===== src/rtl/la_uart_pkg.sv =====
// rtl/la_uart_pkg.sv - shared state encodings and constants for the logic-analyzer UART front end
package la_uart_pkg;

  typedef enum logic [1:0] {
    RX_IDLE,
    RX_START,
    RX_DATA,
    RX_STOP
  } rx_state_t;

  typedef enum logic {
    TX_IDLE,
    TX_SHIFT
  } tx_state_t;

  typedef enum logic {
    WAIT_HI,
    WAIT_LO
  } pair_state_t;

  localparam logic [15:0] BAUD_921600 = 16'h006C;

endpackage


===== src/rtl/UART_tx_cfg_bd.sv =====
// rtl/UART_tx_cfg_bd.sv - 8N1 serializer with runtime baud divisor and sticky done flag
module UART_tx_cfg_bd
  import la_uart_pkg::*;
#(
  parameter int BAUD_W = 16
) (
  input  logic              clk,
  input  logic              rst_n,
  input  logic [BAUD_W-1:0] baud,
  input  logic              trmt,
  input  logic [7:0]        tx_data,
  output logic              TX,
  output logic              tx_done
);

  localparam logic [BAUD_W-1:0] ONE = BAUD_W'(1);

  tx_state_t         state, state_nxt;
  logic [BAUD_W-1:0] baud_cnt;
  logic [3:0]        bit_cnt;
  logic [9:0]        shift;
  logic              tick, last, load;

  assign tick = (state == TX_SHIFT) && (baud_cnt == baud - ONE);
  assign last = tick && (bit_cnt == 4'd9);
  assign load = (state == TX_IDLE) && trmt;

  always_ff @(posedge clk or negedge rst_n) begin
    if (!rst_n) state <= TX_IDLE;
    else        state <= state_nxt;
  end

  always_comb begin
    state_nxt = state;
    case (state)
      TX_IDLE:  if (trmt) state_nxt = TX_SHIFT;
      TX_SHIFT: if (last) state_nxt = TX_IDLE;
      default:  state_nxt = TX_IDLE;
    endcase
  end

  // Ones shift in behind the frame, so TX rests high once all ten bits are out.
  always_ff @(posedge clk or negedge rst_n) begin
    if (!rst_n) begin
      baud_cnt <= '0;
      bit_cnt  <= '0;
      shift    <= '1;
      tx_done  <= 1'b0;
    end else if (load) begin
      baud_cnt <= '0;
      bit_cnt  <= '0;
      shift    <= {1'b1, tx_data, 1'b0};
      tx_done  <= 1'b0;
    end else if (tick) begin
      baud_cnt <= '0;
      bit_cnt  <= bit_cnt + 4'd1;
      shift    <= {1'b1, shift[9:1]};
      if (last) tx_done <= 1'b1;
    end else if (state == TX_SHIFT) begin
      baud_cnt <= baud_cnt + ONE;
    end
  end

  assign TX = shift[0];

endmodule


===== src/rtl/uart_rx_cfg_bd.sv =====
// rtl/uart_rx_cfg_bd.sv - 8N1 deserializer with runtime baud divisor
module uart_rx_cfg_bd
  import la_uart_pkg::*;
#(
  parameter int BAUD_W = 16
) (
  input  logic              clk,
  input  logic              rst_n,
  input  logic [BAUD_W-1:0] baud,
  input  logic              RX,
  output logic [7:0]        rx_byte,
  output logic              rx_byte_vld,
  output logic              frm_err
);

  localparam logic [BAUD_W-1:0] ONE = BAUD_W'(1);

  rx_state_t         state, state_nxt;
  logic              rx_ff1, rx_s, rx_prev;
  logic [BAUD_W-1:0] baud_cnt, target;
  logic [3:0]        bit_cnt;
  logic [7:0]        shift;
  logic              tick, fall;

  // Preset high so reset release never looks like a start edge.
  always_ff @(posedge clk or negedge rst_n) begin
    if (!rst_n) begin
      rx_ff1  <= 1'b1;
      rx_s    <= 1'b1;
      rx_prev <= 1'b1;
    end else begin
      rx_ff1  <= RX;
      rx_s    <= rx_ff1;
      rx_prev <= rx_s;
    end
  end

  assign fall   = rx_prev & ~rx_s;
  assign target = (state == RX_START) ? (baud >> 1) : baud;
  assign tick   = (state != RX_IDLE) && (baud_cnt == target - ONE);

  always_ff @(posedge clk or negedge rst_n) begin
    if (!rst_n) state <= RX_IDLE;
    else        state <= state_nxt;
  end

  always_comb begin
    state_nxt   = state;
    rx_byte_vld = 1'b0;
    frm_err     = 1'b0;
    case (state)
      RX_IDLE:  if (fall) state_nxt = RX_START;
      RX_START: if (tick) state_nxt = rx_s ? RX_IDLE : RX_DATA;
      RX_DATA:  if (tick && bit_cnt == 4'd7) state_nxt = RX_STOP;
      RX_STOP: begin
        if (tick) begin
          state_nxt   = RX_IDLE;
          rx_byte_vld = rx_s;
          frm_err     = ~rx_s;
        end
      end
      default:  state_nxt = RX_IDLE;
    endcase
  end

  always_ff @(posedge clk or negedge rst_n) begin
    if (!rst_n) begin
      baud_cnt <= '0;
      bit_cnt  <= '0;
      shift    <= '0;
    end else begin
      if (state == RX_IDLE || tick) baud_cnt <= '0;
      else                          baud_cnt <= baud_cnt + ONE;
      if (state != RX_DATA) bit_cnt <= '0;
      else if (tick)        bit_cnt <= bit_cnt + 4'd1;
      if (state == RX_DATA && tick) shift <= {rx_s, shift[7:1]};
    end
  end

  assign rx_byte = shift;

endmodule


===== src/rtl/cmd_uart_wrapper.sv =====
// rtl/cmd_uart_wrapper.sv - pairs host UART bytes into 16-bit commands and sends response bytes
module cmd_uart_wrapper
  import la_uart_pkg::*;
#(
  parameter int BAUD_W    = 16,
  parameter int TMO_BAUDS = 32
) (
  input  logic              clk,
  input  logic              rst_n,
  input  logic [BAUD_W-1:0] baud,
  input  logic              RX,
  output logic              TX,
  output logic [15:0]       cmd,
  output logic              cmd_rdy,
  input  logic              clr_cmd_rdy,
  input  logic [7:0]        resp,
  input  logic              send_resp,
  output logic              resp_sent
);

  localparam int TMO_W = BAUD_W + $clog2(TMO_BAUDS) + 1;
  localparam logic [TMO_W-1:0] TMO_ONE = TMO_W'(1);

  pair_state_t      state, state_nxt;
  logic [7:0]       rx_byte, hi_byte;
  logic             rx_vld, frm_err, tmo, set_rdy, clr_hi;
  logic [TMO_W-1:0] tmo_cnt, tmo_lim;

  uart_rx_cfg_bd #(.BAUD_W(BAUD_W)) u_rx (
    .clk         (clk),
    .rst_n       (rst_n),
    .baud        (baud),
    .RX          (RX),
    .rx_byte     (rx_byte),
    .rx_byte_vld (rx_vld),
    .frm_err     (frm_err)
  );

  UART_tx_cfg_bd #(.BAUD_W(BAUD_W)) u_tx (
    .clk     (clk),
    .rst_n   (rst_n),
    .baud    (baud),
    .trmt    (send_resp),
    .tx_data (resp),
    .TX      (TX),
    .tx_done (resp_sent)
  );

  assign tmo_lim = TMO_W'(TMO_BAUDS) * TMO_W'(baud);
  assign tmo     = (state == WAIT_LO) && (tmo_cnt == tmo_lim - TMO_ONE);

  always_ff @(posedge clk or negedge rst_n) begin
    if (!rst_n) state <= WAIT_HI;
    else        state <= state_nxt;
  end

  always_comb begin
    state_nxt = state;
    set_rdy   = 1'b0;
    clr_hi    = 1'b0;
    case (state)
      WAIT_HI: begin
        if (rx_vld) begin
          state_nxt = WAIT_LO;
          clr_hi    = 1'b1;
        end
      end
      WAIT_LO: begin
        if (rx_vld) begin
          state_nxt = WAIT_HI;
          set_rdy   = 1'b1;
        end else if (frm_err || tmo) begin
          state_nxt = WAIT_HI;
        end
      end
      default: state_nxt = WAIT_HI;
    endcase
  end

  // cmd only moves on a completed pair; a dropped high byte leaves it intact.
  always_ff @(posedge clk or negedge rst_n) begin
    if (!rst_n) begin
      hi_byte <= '0;
      cmd     <= '0;
      cmd_rdy <= 1'b0;
      tmo_cnt <= '0;
    end else begin
      if (clr_hi)  hi_byte <= rx_byte;
      if (set_rdy) cmd     <= {hi_byte, rx_byte};
      if (set_rdy)                       cmd_rdy <= 1'b1;
      else if (clr_hi || clr_cmd_rdy)    cmd_rdy <= 1'b0;
      if (state == WAIT_LO && state_nxt == WAIT_LO) tmo_cnt <= tmo_cnt + TMO_ONE;
      else                                          tmo_cnt <= '0;
    end
  end

endmodule


===== config.mk =====
export PLATFORM = sky130hd
export DESIGN_NAME = cmd_uart_wrapper
export DESIGN_NICKNAME = d
export VERILOG_FILES = /design/src/rtl/la_uart_pkg.sv /design/src/rtl/UART_tx_cfg_bd.sv /design/src/rtl/uart_rx_cfg_bd.sv /design/src/rtl/cmd_uart_wrapper.sv
export SDC_FILE = /design/constraint.sdc
export NUM_CORES = 1
export LEC_CHECK = 0
export ABC_AREA = 1
export CAP_MARGIN = 0
export CORE_MARGIN = 2
export CORE_UTILIZATION = 50
export DETAILED_ROUTE_END_ITERATION = 10
export PLACE_DENSITY = 0.69
export SYNTH_ARGS = -nofsm -noshare
export SYNTH_HDL_FRONTEND = slang
export SYNTH_SLANG_ARGS = --single-unit

===== constraint.sdc =====
create_clock -name clk -period 7.05 [get_ports clk]
set_clock_uncertainty 0.1 [all_clocks]
set_input_delay 1.0575 -clock clk [delete_from_list [all_inputs] [get_ports clk]]
set_output_delay 1.0575 -clock clk [all_outputs]
set_load 0.03 [all_outputs]

==> results.ini, run 1 <==
[layout]
diodes = 0
drive_above_1_share_pct = 9.93
fin_util_pct = 56.8
design_area_um2 = 8220
fill_cells = 1381
mostFrequentLayoutCells = nand2_1, nor2_1, inv_1
num-nets-final = 1079
layout_commonest_cell = nand2_1
area.growth.synth_to_final_pct = 11.3

[timing]
finalHoldViolCount = 0
worst_pin_slew_ps = 937
rsz0062_at_grt = no
slew_violations = 0
finalCritPeriodShare_pct = 64.7
fin_ws_ps = 2490
setup_viol = 0
fin_setup_tns_ps = 0
fmax_ghz = 0.219
max_slew_margin_pct = 37.4
layout_min_cycle_time_ps = 4560

[worst_setup_path]
worstSetupPathType = input port to register
critical_path.slowest_cell = nand2_1
crit_chain = clkdlybuf4s50_1 > inv_1 > ha_1 > nand4_1 > inv_1 > nand2_1 > xor2_1 > xnor2_1 > nor2_1 > nand3_1 > nor2_1 > nand3b_1 > nand2_1 > o21ai_0 > nand2_1
cp-end-kind = register
cp_common_cell = nand2_1
crit_buf_inv = 3
critPathMaxFanout = 27
path_delay_family = simple AND/OR/NAND/NOR gates
startpoint_type = input port
crit_required_ps = 7250
slowest_delay_ps = 880
cp_data_arrival_time_ps = 4760

[synthesis]
synth_warnings = 0
ys_seq_elements = 112
synth_top_cell_by_area = dfrtp_1
synthArstFlopShare_pct = 100
synth-simple-area-share_pct = 40.8
syn-cell-area_um2 = 7380
synth-compound-area-share_pct = 3.58
yosys.area_share.xor_xnor_pct = 8.01
syn_nets = 1047
synth_edf_count = 0
post_synth_mux_area_share_pct = 0.136
synth_flop_cell = dfrtp_1
ys_seq_area_share_pct = 38.2
yosysTopAreaCellShare_pct = 33.9
synth_area_leaders = dfrtp_1, nand2_1, nor2_1, xor2_1, nand3_1
syn_avg_cell_area_um2 = 7.31
synth_top_family_by_area = simple AND/OR/NAND/NOR gates
yosys.area_share.adder_pct = 1.36
yosys.cell_types.count = 45
postSynthCellCount = 1010

[detailed_routing]
firstDrtPassIters = 5
ant_nets = 0
wl_um = 17100
wire_per_inst_um = 13.9
initialDrtViolationCount = 518
via_per_inst = 5.27
route.vias.total = 6483
post-route-drc-count = 0

[clocking]
cts.clk_slew.worst_paths_ps = 80
hold_buffers = 0
clk_latency_ps = 360
htreeDepth = 3
clkSinkCount = 112
max-clock-path-buffers = 2
cts_tree = built
post-cts-setup-buffers = 0
cts_root_buffer = clkbuf_16
cts_buffers = 9
ctsResizeCount = 0

[grt]
grt_util_all_layers_pct = 22.9
grt_pass1_wl_um = 29800
grt_pass1_vias = 6183
globalRoute.totalOverflow = 0
grt_max_degree = 60
antenna_found_initial = 0

[placed_design]
place_area_um2 = 7910
hpwl_um = 13000
pre_cts_slack_ps = 2130
io_buffers = 47
gp_congestion = 0.959

[outcome]
outcome = finished, final reports clean

[pwr]
irDropWorstVdd_uv = 115
totalPowerFinal_mw = 1.61
p_leak_nw = 3.96
power_density_nw_per_um2 = 196

[die]
rows = 44
die_h_um = 126
die_x_um = 126
core_um2 = 14500
io_pins = 48
dieArea_um2 = 15800
initial_core_util_pct = 51.0

[run]
drv_cap = 0

[hold_path]
hold_path.class = register to register

[cells in the mapped netlist, drive strengths merged, types with 2 or more instances]
cell type / n
nor4: 5
nand3: 84
or2: 5
o21bai: 2
clkbuf: 13
xnor2: 11
nor4b: 3
nor3b: 8
dfrtp: 100
dfstp: 12
nor2: 138
o21ai: 28
nand3b: 5
ha: 8
buf: 15
a21oi: 16
nor3: 26
nand4: 47
inv: 106
nand2: 317
xor2: 54
[routing by layer]
| layer | track usage (%) | vias up | wire length (um) |
|---|---|---|---|
| met4 | 6.27 | 0 | 236 |
| met3 | 3.29 | 19 | 779 |
| met5 | 0 | - | 0 |
| met2 | 34.8 | 164 | 7620 |
| li1 | - | 3282 | - |
| met1 | 34.3 | 3018 | 8480 |
[layout make-up]
type | instances | area (um^2) | share of cell area, %
multi-input cells | 763 | 3980 | 48.4
clock inverters | 7 | 81.3 | 0.989
well taps | 184 | 230 | 2.80
repair buffers | 49 | 483 | 5.88
clock buffers | 9 | 225 | 2.74
inverters | 107 | 402 | 4.89
flip-flops and latches | 112 | 2820 | 34.3
[path summary, 6_finish.rpt]
check / start / end / slack, ps / depth (start not counted)
worst max-delay path: baud[0] / u_tx.shift[8] / 2490 / 15
worst min-delay path: u_rx.rx_ff1 / u_rx.rx_s / 260 / 0
worst max register to register: u_rx.state[0] / tmo_cnt[21] / 2890 / 17
worst min register to register: u_rx.rx_ff1 / u_rx.rx_s / 260 / 0
max in group asynchronous: rst_n / cmd[9] / 5000 / 2
min in group asynchronous: rst_n / u_rx.baud_cnt[11] / 660 / 1
[logic make-up (layout without fill, tap and decap cells)]
family                   Yosys count  count (layout)
multiplexers                       1               1
XOR/XNOR                          65              65
AO/OA/AOI/OAI                     48              48
buffers and inverters            135             172
AND/OR/NAND/NOR                  641             641
flip-flops                       112             112
adder cells (fa/ha/maj)            8               8
[power by group]
part	internal (mW)	leakage [nW]	switching, mW
clock network	0.254	0.150	0.263
logic	0.129	2.35	0.193
registers	0.715	1.46	0.0585
total	1.10	3.96	0.515
[stage by stage]
stage / hold slack [ps] / cells
finish: 259 / 1231
global route: 266 / 1231
CTS: 259 / 1231
detailed placement: 247 / 1215
global placement: 246 / 1215
floorplan: 245 / 1010
[flip-flops by register name (all words and copies together) (netlist names), 4 cells and up, named ones only]
| name | flops |
|---|---|
| u_rx.rx_byte | 8 |
| cmd | 16 |
| u_tx.baud_cnt | 16 |
| tmo_cnt | 22 |
| u_rx.bit_cnt | 4 |
| hi_byte | 8 |
| u_rx.baud_cnt | 16 |
| u_tx.shift | 9 |
| u_tx.bit_cnt | 4 |
No activity file was read; power rests on OpenSTA's default activity.
==> run 2, diff against run 1 <==
Settings changed: PLACE_DENSITY 0.69 to 0.72.
Clock period 7.05 ns to 3.94 ns, I/O delays scaled along.
==> run 2 against run 1 <==
Die area is the same. Combinational power grew 80%. Power grew 84%. Sequential power grew 78%. Critical path type is now register to register.
==> results.ini, run 2 (synthesis gave the netlist of run 1 again) <==
[clocking]
post-cts-setup-buffers = 0
cts_root_buffer = clkbuf_16
cts.clk_slew.worst_paths_ps = 90
ctsResizeCount = 0
htreeDepth = 3
hold_buffers = 0
cts_buffers = 9
clk_latency_ps = 370
max-clock-path-buffers = 2
cts_tree = built
clkSinkCount = 112

[placed_design]
io_buffers = 47
gp_congestion = 0.895
pre_cts_slack_ps = 233
hpwl_um = 12400

[pwr]
p_leak_nw = 4.03
totalPowerFinal_mw = 2.96
irDropWorstVdd_uv = 285
power_density_nw_per_um2 = 354

[die]
initial_core_util_pct = 51.0
rows = 44
die_x_um = 126
dieArea_um2 = 15800
die_h_um = 126
core_um2 = 14500
io_pins = 48

[grt]
grt_max_degree = 63
antenna_found_initial = 0
grt_pass1_vias = 6073
grt_pass1_wl_um = 29200
globalRoute.totalOverflow = 0
grt_util_all_layers_pct = 22.4

[worst_setup_path]
cp_data_arrival_time_ps = 3660
critPathMaxFanout = 29
cp-end-kind = register
reg2reg_depth = 18
ff2ff_setup_slack_ps = 440
worstReg2RegEnd = hi_byte[4]
startpoint_type = register
crit_required_ps = 4090
worstSetupPathType = register to register

[detailed_routing]
wl_um = 17000
route.vias.total = 6486
firstDrtPassIters = 5
wire_per_inst_um = 13.7
ant_nets = 0
via_per_inst = 5.22
post-route-drc-count = 0
initialDrtViolationCount = 535

[timing]
fmax_ghz = 0.285
fin_ws_ps = 437
slew_violations = 0
worst_pin_slew_ps = 809
max_slew_margin_pct = 46.0
fin_hold_ws_ps = 221
setup_viol = 0
rsz0062_at_grt = no
fin_setup_tns_ps = 0
finalCritPeriodShare_pct = 88.9
finalHoldViolCount = 0
layout_min_cycle_time_ps = 3500

[layout]
drive_above_1_share_pct = 11.0
largest_register_ff_count = 22
layout_commonest_cell = nand2_1
area.growth.synth_to_final_pct = 13.2
diodes = 0
mostFrequentLayoutCells = nand2_1, nor2_1, inv_1
fill_cells = 1387
num-nets-final = 1091
largest-register = tmo_cnt

[run]
drv_cap = 0

[outcome]
outcome = finished, final reports clean

[hold_path]
hold_path.class = input port to asynchronous set/reset pin

run 2: cell count changes in the layout (fill, tap and decap cells not counted), sizes merged:
cell,previous run,this run
buf,3,15
bufinv,0,1
clkinv,4,3
clkinvlp,0,1
inv,110,109
run 2: where the power goes:
group / leakage, nW / internal [mW] / switching (mW) / total, mW
Sequential: 1.46 / 1.28 / 0.101 / 1.38
Clock: 0.153 / 0.514 / 0.489 / 1.00
Combinational: 2.42 / 0.234 / 0.345 / 0.579
run 2: metrics by stage:
| step | cell area [um^2] | std cells | util, % |
|---|---|---|---|
| after floorplan | 7380 | 1010 | - |
| after global placement | 8040 | 1227 | 55.5 |
| after detailed placement | 8040 | 1227 | 55.5 |
| after CTS | 8360 | 1243 | 57.8 |
| after global routing | 8360 | 1243 | 57.8 |
| final | 8360 | 1243 | 57.8 |
run 2: critical path, stage by stage, from the launching register on:
cell	delay (ps)
dfrtp_1	470
inv_2	190
nand2_4	340
nand2_2	110
nand2_4	110
ha_1	180
nand3_2	120
nor2_4	180
nand2_1	120
xnor2_2	250
o21ai_1	100
nor2_1	150
nand2_1	100
inv_1	60
nand4_1	80
nor2_2	160
nand4_1	320
nand2_1	180
nand2_1	60
run 2: layer usage:
metal	up-vias	track usage [%]	share of wire, %
met5	-	0	0
met4	0	3.73	0.75
met3	12	4.24	4.3
met2	134	36.1	46
met1	3026	32.2	49
li1	3314	-	-
run 2: worst max path at each step:
stage,start,endpoint,cells past startpoint
6_report,register,hi_byte[4],18
3_5_place_dp,baud[1],cmd[9],20
2_1_floorplan,register,cmd[0],20
3_3_place_gp,baud[1],cmd[4],18
5_1_grt,register,register,19
4_1_cts,register,cmd[9],20
run 2: cell type report:
| class | instances | area (um^2) | area share [%] |
|---|---|---|---|
| clock buffer | 9 | 225 | 2.69 |
| clock inverter | 7 | 96.3 | 1.15 |
| inverter | 107 | 402 | 4.80 |
| multi-input combinational | 763 | 3980 | 47.6 |
| sequential | 112 | 2820 | 33.7 |
| tap | 184 | 230 | 2.75 |
| timing repair buffer | 61 | 611 | 7.30 |
==> RTL change, RTL diff (settings of run 2) <==
Encoding of `rx_state_t`: now one-hot (4 bits for 4 states).
--- a/src/rtl/la_uart_pkg.sv
+++ b/src/rtl/la_uart_pkg.sv
@@ -2,9 +2,9 @@
 package la_uart_pkg;
 
-  typedef enum logic [1:0] {
-    RX_IDLE,
-    RX_START,
-    RX_DATA,
-    RX_STOP
+  typedef enum logic [3:0] {
+    RX_IDLE  = 4'b0001,
+    RX_START = 4'b0010,
+    RX_DATA  = 4'b0100,
+    RX_STOP  = 4'b1000
   } rx_state_t;
 
Formal check against the unedited RTL: no difference found for any inputs over 10 cycles, from zero or initial values and one cycle with rst_n low; not proved beyond that.
==> RTL change against run 2 <==
  * Power is 35% higher
  * Non-clock buffer count is 4 lower
  * Synthesized cell count is 4.5% lower
  * Setup slack worse by 0.026 ns
  * Area after synthesis is 3.2% lower
  * Count of clock-buffer cells in the layout is 17 higher
  * First-iteration DRC count is 14% lower
  * Cell area hardly changed
  * Sequential cell count is 2 higher
  * Wire length is 3.0% lower
  * Core utilization is 2.2 points higher
  * Sequential power is 5% higher
  * Largest cell class unchanged
==> RTL change: results (changes against run 2) <==
[synthesis]
synth_commonest_cells = nand2_1, nor2_1, inv_1, dfrtp_1, nand3_1  ; unchanged
async_reset_ff_share_pct = 100  ; unchanged
synthTopCellsByArea = dfrtp_1, nand2_1, xor2_1  ; was dfrtp_1, nand2_1, nor2_1
yosysSeqAreaShare_pct = 40.1  ; was 38.2%
yosys_warnings = 0  ; unchanged
synth-main-ff-cell = dfrtp_1  ; unchanged
synth.distinct_cells = 42  ; was 45
syn_nets = 1002  ; was 1047

[cts]
cts_resized = 0  ; unchanged
cts.reportedPaths.clkPinSlew_ns = 0.05  ; was 0.09 ns
htree_levels = 4  ; was 3
cts_buffers = 17  ; was 9
cts_buffer_depth = 2  ; unchanged
post_cts_buffers = 0  ; unchanged
clockRootBuffer = clkbuf_16  ; unchanged
clk-insertion-delay-late_ns = 0.41  ; was 0.37 ns

[global_route]
grt_pass1_wl_um = 28400  ; was 29200 µm
grt_start_max_net_pins = 60  ; was 63
grt_pass1_vias = 5972  ; was 6073
antenna_found_initial = 0  ; unchanged
grt_usage_pct = 23.6  ; was 22.4%

[power]
power_leakage_nw = 3.82  ; was 4.03 nW
worst_ir_drop_vdd_mv = 0.242  ; was 0.285 mV

[hold_path]
hp-class = in -> async  ; unchanged

[critical_path]
end_kind = register  ; unchanged
crit_start = u_rx.state[0]$_DFFE_PN1P_
cp_data_arrival_time_ns = 3.71  ; was 3.66 ns
r2r-end = cmd[14]$_DFFE_PN0P_  ; was hi_byte[4]$_DFFE_PN0P_
r2r_cells = 18  ; unchanged
r2r_slack_ns = 0.41  ; was 0.44 ns
path_max_fanout = 33  ; was 29
cpMaxStageDelayCell = dfstp_2  ; was dfrtp_1
slowest_delay_ns = 0.58  ; was 0.47 ns

[outcome]
outcome = complete, no violations  ; unchanged

[drt]
wl_per_cell_um = 13.6  ; was 13.7 µm
drt_pass1_iterations = 5  ; unchanged
drt_iter0_markers = 462  ; was 535
vias = 6317  ; was 6486

[placed_design]
hpwl_um = 12100  ; was 12400 µm
io_buffers = 47  ; unchanged
gp_congestion = 0.928  ; was 0.895

[cells_and_area]
fillers = 1229  ; was 1387
drive_gt1_share_pct = 10.6  ; was 11.0%
regMostFlops = tmo_cnt  ; unchanged
largest_reg_flops = 22  ; unchanged
nets = 1057  ; was 1091
insertedDiodeCount = 0  ; unchanged

[timing]
relSlewSlack_pct = 32.2  ; was 46.0%

-- RTL change: changes by cell type after synthesis, sizes merged, moves of 7 or more --
cell and delta:
o21ai +24, a31oi +7, nand4 -27, nand2 -52
inv +19, clkbuf -9, nor2 -9
-- RTL change: worst max-delay path: cells and delay by family (launching register included) --
family | cells | cell delay, ns
adders and majority gates | 1 | 0.22
and+or+nand+nor | 16 | 2.41
DFF | 1 | 0.58
AOI/OAI and AO/OA | 1 | 0.07
-- RTL change: per-layer routing --
layer / share of wire [%] / vias to the layer above / track usage, % / routed length, µm
met5: 0 / - / 0 / 0
met4: 1.4 / 0 / 6.96 / 227
met3: 5.6 / 22 / 4.34 / 920
met2: 45 / 171 / 36.2 / 7410
met1: 48 / 2930 / 34.1 / 7910
li1: - / 3194 / - / -
-- RTL change: how the worst min path moves through the flow --
stage               cells after the start                          end                  start  slack (ns)
global placement                        0          u_rx.rx_s$_DFF_PN1_  u_rx.rx_ff1$_DFF_PN1_        0.25
detailed placement                      0          u_rx.rx_s$_DFF_PN1_  u_rx.rx_ff1$_DFF_PN1_        0.25
global route                            1  u_tx.bit_cnt[0]$_DFFE_PN0P_                  rst_n        0.20
finish                                  1  u_tx.bit_cnt[0]$_DFFE_PN0P_                  rst_n        0.13
floorplan                               0           cmd[0]$_DFFE_PN0P_                  rst_n        0.20
CTS                                     1         tmo_cnt[5]$_DFF_PN0_                  rst_n        0.16
-- RTL change: report_power, final --
group          leakage [nW]  internal (W)  switching [W]
Sequential             1.52       0.00133       0.000123
Clock                 0.268      0.000912       0.000518
Combinational          2.02      0.000393       0.000713
Total                  3.82       0.00263        0.00135
-- RTL change: per-stage QoR --
stage	utilization [%]	setup WS, ns	instances	instance area [µm²]
after floorplan	-	1.10	965	7150
after global placement	56.0	0.215	1181	7810
after detailed placement	56.0	0.121	1181	7810
after CTS	60.0	0.414	1213	8360
after global routing	60.0	0.0388	1213	8360
final	60.0	0.412	1213	8360
-- RTL change: final cells by class --
class	instances	share of cell area, %
clock buffers	26	5.85
clock inverters	6	0.689
inverters	126	5.66
multi-input cells	704	43.8
flip-flops and latches	114	34.3
well taps	180	2.70
repair buffers	57	6.95
-- RTL change: logic make-up after synthesis --
kind of cell | share of synthesized area [%]
xor gates and xnor gates | 7.60
and+or+nand+nor | 34.7
muxes | 0.140
adders and majority gates | 1.40
AOI/OAI and AO/OA | 7.28
DFF | 40.1
buffers and inverters | 8.70
